===== src/rtl/scr_arbiter.sv =====
// scr_arbiter: two-master arbiter and access sequencer for the scratch RAM.
// Optional: define SCR_ARB_ROUND_ROBIN_EN for round-robin tie-break.
module scr_arbiter #(
  parameter int DATA_W = 10,
  parameter int ADDR_W = 8
) (
  input  logic              CLK,
  input  logic              RST_N,
  input  logic              A_REQ,
  input  logic              A_WE,
  input  logic [ADDR_W-1:0] A_ADDR,
  input  logic [DATA_W-1:0] A_WDATA,
  output logic              A_ACK,
  output logic [DATA_W-1:0] A_RDATA,
  input  logic              B_REQ,
  input  logic              B_WE,
  input  logic [ADDR_W-1:0] B_ADDR,
  input  logic [DATA_W-1:0] B_WDATA,
  output logic              B_ACK,
  output logic [DATA_W-1:0] B_RDATA,
  output logic [ADDR_W-1:0] SCR_ADDR,
  output logic              SCR_WE,
  output logic [DATA_W-1:0] SCR_DATA_IN,
  input  logic [DATA_W-1:0] SCR_DATA_OUT,
  output logic              BUSY
);

  typedef enum logic [1:0] {
    IDLE,
    ACCESS,
    DONE
  } state_t;

  state_t state_q, state_d;

  logic              win_b_q, win_b_d;
  logic              pick_b;
  logic              grant;
  logic [ADDR_W-1:0] addr_d;
  logic              we_d;
  logic [DATA_W-1:0] din_d;
  logic              a_ack_d, b_ack_d;
  logic [DATA_W-1:0] a_rd_d, b_rd_d;
  logic              busy_d;

  assign grant = (state_q == IDLE) & (A_REQ | B_REQ);

`ifdef SCR_ARB_ROUND_ROBIN_EN
  logic last_b_q, last_b_d;

  // Tie goes to the port that lost the previous grant
  always_comb begin
    pick_b = 1'b0;
    unique case (1'b1)
      A_REQ & B_REQ:  pick_b = ~last_b_q;
      ~A_REQ & B_REQ: pick_b = 1'b1;
      default:        pick_b = 1'b0;
    endcase
  end

  // Remember the winner of every grant
  always_comb begin
    last_b_d = last_b_q;
    if (grant) last_b_d = pick_b;
  end

  // Last-winner register; reset to B so A takes the first tie
  always_ff @(posedge CLK or negedge RST_N) begin
    if (!RST_N) last_b_q <= 1'b1;
    else        last_b_q <= last_b_d;
  end
`else
  // Fixed priority: A always wins a tie
  always_comb begin
    pick_b = 1'b0;
    unique case (1'b1)
      ~A_REQ & B_REQ: pick_b = 1'b1;
      default:        pick_b = 1'b0;
    endcase
  end
`endif

  // Next state and next values of all registered outputs
  always_comb begin
    state_d = state_q;
    win_b_d = win_b_q;
    addr_d  = SCR_ADDR;
    we_d    = SCR_WE;
    din_d   = SCR_DATA_IN;
    a_ack_d = 1'b0;
    b_ack_d = 1'b0;
    a_rd_d  = A_RDATA;
    b_rd_d  = B_RDATA;
    unique case (state_q)
      IDLE: begin
        if (grant) begin
          state_d = ACCESS;
          win_b_d = pick_b;
          addr_d  = pick_b ? B_ADDR  : A_ADDR;
          we_d    = pick_b ? B_WE    : A_WE;
          din_d   = pick_b ? B_WDATA : A_WDATA;
        end
      end
      ACCESS: begin
        state_d = DONE;
        we_d    = 1'b0;
        a_ack_d = ~win_b_q;
        b_ack_d = win_b_q;
        if (!SCR_WE) begin
          if (win_b_q) b_rd_d = SCR_DATA_OUT;
          else         a_rd_d = SCR_DATA_OUT;
        end
      end
      DONE: begin
        state_d = IDLE;
      end
      default: begin
        state_d = IDLE;
      end
    endcase
    busy_d = (state_d != IDLE);
  end

  // State and winner registers
  always_ff @(posedge CLK or negedge RST_N) begin
    if (!RST_N) begin
      state_q <= IDLE;
      win_b_q <= 1'b0;
    end else begin
      state_q <= state_d;
      win_b_q <= win_b_d;
    end
  end

  // Registered outputs; reset drops the RAM write enable at once
  always_ff @(posedge CLK or negedge RST_N) begin
    if (!RST_N) begin
      SCR_ADDR    <= '0;
      SCR_WE      <= 1'b0;
      SCR_DATA_IN <= '0;
      A_ACK       <= 1'b0;
      B_ACK       <= 1'b0;
      A_RDATA     <= '0;
      B_RDATA     <= '0;
      BUSY        <= 1'b0;
    end else begin
      SCR_ADDR    <= addr_d;
      SCR_WE      <= we_d;
      SCR_DATA_IN <= din_d;
      A_ACK       <= a_ack_d;
      B_ACK       <= b_ack_d;
      A_RDATA     <= a_rd_d;
      B_RDATA     <= b_rd_d;
      BUSY        <= busy_d;
    end
  end

endmodule

===== config.mk =====
export PLATFORM = sky130hd
export DESIGN_NAME = scr_arbiter
export DESIGN_NICKNAME = d
export VERILOG_FILES = /design/src/rtl/scr_arbiter.sv
export SDC_FILE = /design/constraint.sdc
export NUM_CORES = 1
export LEC_CHECK = 0
export ABC_AREA = 0
export ABC_CLOCK_PERIOD_IN_PS = 1600
export BUFFER_PORTS_ARGS = -buffer_cell sky130_fd_sc_hd__buf_2
export CAP_MARGIN = 20
export CELL_PAD_IN_SITES_DETAIL_PLACEMENT = 1
export CELL_PAD_IN_SITES_GLOBAL_PLACEMENT = 1
export CORE_MARGIN = 5
export CORE_UTILIZATION = 36
export DETAILED_ROUTE_END_ITERATION = 7
export MAX_ROUTING_LAYER = met4
export PLACE_DENSITY_LB_ADDON = 0.1
export SKIP_LAST_GASP = 1
export SYNTH_ARGS = -nofsm -noshare
export SYNTH_HDL_FRONTEND = slang
export SYNTH_SLANG_ARGS = --single-unit

===== constraint.sdc =====
create_clock -name CLK -period 1.6 [get_ports CLK]
set_input_delay 0.16 -clock CLK [delete_from_list [all_inputs] [get_ports CLK]]
set_output_delay 0.16 -clock CLK [all_outputs]
set_load 0.005 [all_outputs]

### Word level (Yosys, flattened, before mapping)

Cells that the tools add are included.

| word-level totals | value |
|---|---|
| bits of input ports | 52 |
| flip-flop bits (word level) | 45 |

| operators by class | value |
|---|---|
| reductions and logical operators | 7 |
| bitwise logic cells | 6 |
| muxes and demuxes | 10 |
| equality and inequality tests | 2 |

Operators with widths:

| kind | number |
|---|---|
| 2-to-1 mux 10 bit | 1 |
| 2-to-1 mux 8 bit | 1 |
| AND reduction 3 bit | 2 |
| 2-to-1 mux 1 bit | 5 |
| one-hot mux 2 bit (2 select lines) | 1 |
| AND reduction 2 bit | 2 |
| nonzero test 2 bit | 2 |
| inverter 1 bit | 3 |
| bitwise AND 1 bit | 2 |
| == test 2 x 1 -> 1 bit, second input constant | 1 |
| logical NOT 2 bit | 1 |
| 2-to-1 mux 2 bit | 1 |
| inequality test 2 bit, second input constant | 1 |
| one-hot mux 1 bit (2 select lines) | 1 |
| bitwise OR 1 bit | 1 |

### Longest topological paths before layout

| logic depth | value |
|---|---|
| word-level depth | 6 |
| mapped depth | 5 |

### Worst setup path after synthesis

OpenSTA, ideal clock, no wires.

| timing | value |
|---|---|
| path type | flip-flop to flip-flop |
| start point | register state_q[1] |
| end point | register B_RDATA[0] |
| cell stages (with the launch flop) | 5 |
| required time | 1475 ps |
| slack | 149 ps |
| clock period less this slack | 1451 ps |
| arrival time | 1326 ps |
| cells stage by stage | dfrtp_1 -> nand2b_1 -> clkbuf_2 -> nor3_4 -> mux2_2 |

| between the ends | value |
|---|---|
| longest elaborated chain between the ends | 2 |

Ends and longest elaborated chain:

| what | RTL line | RTL |
|---|---|---|
| start, declared | 34 | `state_t state_q, state_d;` |
| start signal, assigned | 130 | `state_q <= state_d;` |
| == test 2 x 1 -> 1 bit | 94 | `unique case (state_q)` |
| AND reduction 3 bit (no line) | n/a |  |
| end signal, assigned | 153 | `B_RDATA <= b_rd_d;` |
| end, declared | 20 | `output logic [DATA_W-1:0] B_RDATA,` |

Every way passes these cells.
A chain may end at the register's enable or synchronous reset.

### Final worst setup path

Same ends and word-level chain as after synthesis.

==> flow_summary.json <==
{
  "fp.coreArea_um2": 5440,
  "cts_inserted_buffers": 5,
  "clock-skew-final_ns": 0.00534,
  "clk_pin_slew_ns": 0.08,
  "commonest_non_fill_non_tap_cell_in_the_layout": "buf_2",
  "fillers": 591,
  "most_frequent_cells_in_the_layout": "buf_2 (93), dfrtp_1 (45), mux2_2 (37)",
  "avgSynthCellArea_um2": 16.1,
  "worst_pin_slew_ns": 0.492,
  "sink_count_of_the_clock_tree": 45,
  "detail_route.first_pass.iterations": 3,
  "tritoncts": "done",
  "peakVddDrop_v": 0.000550,
  "final.period_utilization_pct": 91.7,
  "r2r_end": "B_RDATA[0]",
  "syn_area_um2": 1990,
  "clk-insertion-delay-late_ns": 0.29,
  "timing.critical_path.arrival_ns": 1.65,
  "port-buffer-count": 93,
  "slew_headroom_pct": 67.2,
  "nets": 277,
  "area.sequential_um2": 1130,
  "boundaryPins": 94,
  "final.hold.worst_slack_ns": 0.0882,
  "grt_antenna_before_repair": 0,
  "setup_viol": 0,
  "unrepaired_setup_endpoints_after_global_routing": "false",
  "fp.dieArea_um2": 7120,
  "r2r-start": "state_q[1]",
  "gr_overflow_total": 0,
  "total_power_w": 0.00492,
  "initial_utilization_pct": 36.6,
  "ys.warnings.count": 0,
  "syn2layout_area_growth_pct": 35.7,
  "ctsRootBufferMaster": "clkbuf_8",
  "critPathMaxFanout": 10,
  "syn_nets": 176,
  "critical_path.startpoint": "state_q[1]",
  "placement_rows": 27,
  "synth.distinct_cells": 19,
  "minimum_period_implied_by_the_final_worst_setup_slack_ns": 1.47,
  "wirelength_mm": 4.68,
  "worst_setup_path_end_kind": "flop",
  "netlist_instances": 124,
  "synth.yosys.seq_area_share_pct": 56.6,
  "post_route_cells_drive_above_1_share_pct": 72.9,
  "postSynthRegisterBits": 45,
  "power_density_nw_per_um2": 1820,
  "r2r_setup_slack_ns": 0.13,
  "die-width_um": 84.4,
  "outcome": "finished, final reports clean",
  "die-height_um": 84.4,
  "htree_num_levels": 2,
  "cts_buffer_depth": 2,
  "startpoint_class": "flop",
  "hp-class": "primary input to flop",
  "place.gp.congestion": 0.730,
  "critical_path.endpoint": "B_RDATA[0]",
  "routed-via-count": 1392,
  "grtUsageTotal_pct": 14.2,
  "dp_hpwl_mm": 3.81,
  "count_of_routing_violations_after_the_opening_detailed_route_iteration": 21,
  "maximum_number_of_pins_on_one_net_before_global_route_repair": 26,
  "drc": 0,
  "wl_per_cell_um": 15.8,
  "achievable_freq_ghz": 0.681,
  "max_cap_violations": 0,
  "drt_via_density": 4.69,
  "worstPathRequired_ns": 1.78,
  "antenna_left": 0,
  "drv_slew": 0,
  "antenna_cells_inserted": 0,
  "leakage_power_summed_over_all_cells_nw": 1.36,
  "vias_in_the_first_global_route": 1658,
  "critical_path_class": "flop to flop",
  "grt_first_pass_wirelength_mm": 7.85,
  "multi_input_area_um2": 807,
  "finalHoldViolations": 0,
  "totalNegativeSetupSlack_ns": 0,
  "logic_depth_of_the_worst_register_to_register_path": 4
}
## power by group
part	switching [W]	leakage, nW	internal, W
clock	0.000355	0.0540	0.000454
combinational	0.000813	0.771	0.00127
sequential	0.000310	0.535	0.00172
## metal layers
| metal | up-vias | track usage [%] | wire, µm |
|---|---|---|---|
| met4 | 0 | 4.75 | 56 |
| li1 | 635 | - | - |
| met2 | 56 | 25.6 | 2560 |
| met5 | - | - | 0 |
| met1 | 694 | 15.2 | 1770 |
| met3 | 7 | 3.63 | 299 |
## layout make-up
class / instances / share of cell area (%)
Inverter: 3 / 0.417
Clock buffer: 5 / 2.55
Multi-Input combinational cell: 71 / 29.9
Clock inverter: 2 / 1.30
Timing Repair Buffer: 99 / 20.8
Tap cell: 72 / 3.33
Sequential cell: 45 / 41.7
## cell usage after synthesis (all sizes together)
cell	n	share of area (%)
a21oi	2	0.50
nor2	3	0.57
or2	1	0.31
inv	3	0.57
o21ai	1	0.25
nand2b	2	1.0
mux2	56	35
dfrtp	45	57
o21a	1	0.38
nand2	2	0.38
clkbuf	1	0.25
o2bb2ai	1	0.44
buf	4	2.1
nor3	2	1.6
## per-stage QoR
stage	util, %	instances	instance area (µm²)	setup WS [ns]
detailed placement	47.6	289	2590	0.129
global placement	47.6	289	2590	0.189
global route	49.7	297	2700	0.0643
finish	49.7	297	2700	0.133
floorplan	-	124	1990	0.149
CTS	49.7	297	2700	0.119
## worst min path at each step
stage | start | slack (ns) | to | cells past startpoint
6_report | A_REQ | 0.09 | win_b_q | 2
5_1_grt | A_REQ | 0.07 | win_b_q | 2
4_1_cts | A_REQ | 0.07 | win_b_q | 2
3_5_place_dp | RST_N | 0.15 | A_RDATA[9] | 1
3_3_place_gp | RST_N | 0.14 | B_RDATA[9] | 1
2_1_floorplan | RST_N | -0.14 | A_ACK | 0
## sequential cells by signal, indices dropped and copies added (netlist names)
register,cells
B_ACK,1
A_RDATA,10
SCR_DATA_IN,10
state_q,2
win_b_q,1
SCR_WE,1
B_RDATA,10
SCR_ADDR,8
A_ACK,1
BUSY,1
## critical path, cell delays in order (launching register included)
cell      delay (ns)
dfrtp_1         0.38
nand2b_1        0.28
nor3_4          0.21
buf_12          0.16
mux2_2          0.34
## cells by family after synthesis
group,share of synthesized area (%)
multiplexers,35.1
flip-flops,56.6
AND/OR/NAND/NOR,3.90
buffers and inverters,2.89
AO/OA/AOI/OAI,1.57
## timing repair
item | in CTS | in global routing
setup buffers | 0 | 0
hold endpoints to repair | 20 | 0
hold buffers | 1 | 0
gates resized for setup | 0 | 0
setup endpoints to repair | 0 | 0
No activity file was read; power rests on OpenSTA's default activity.
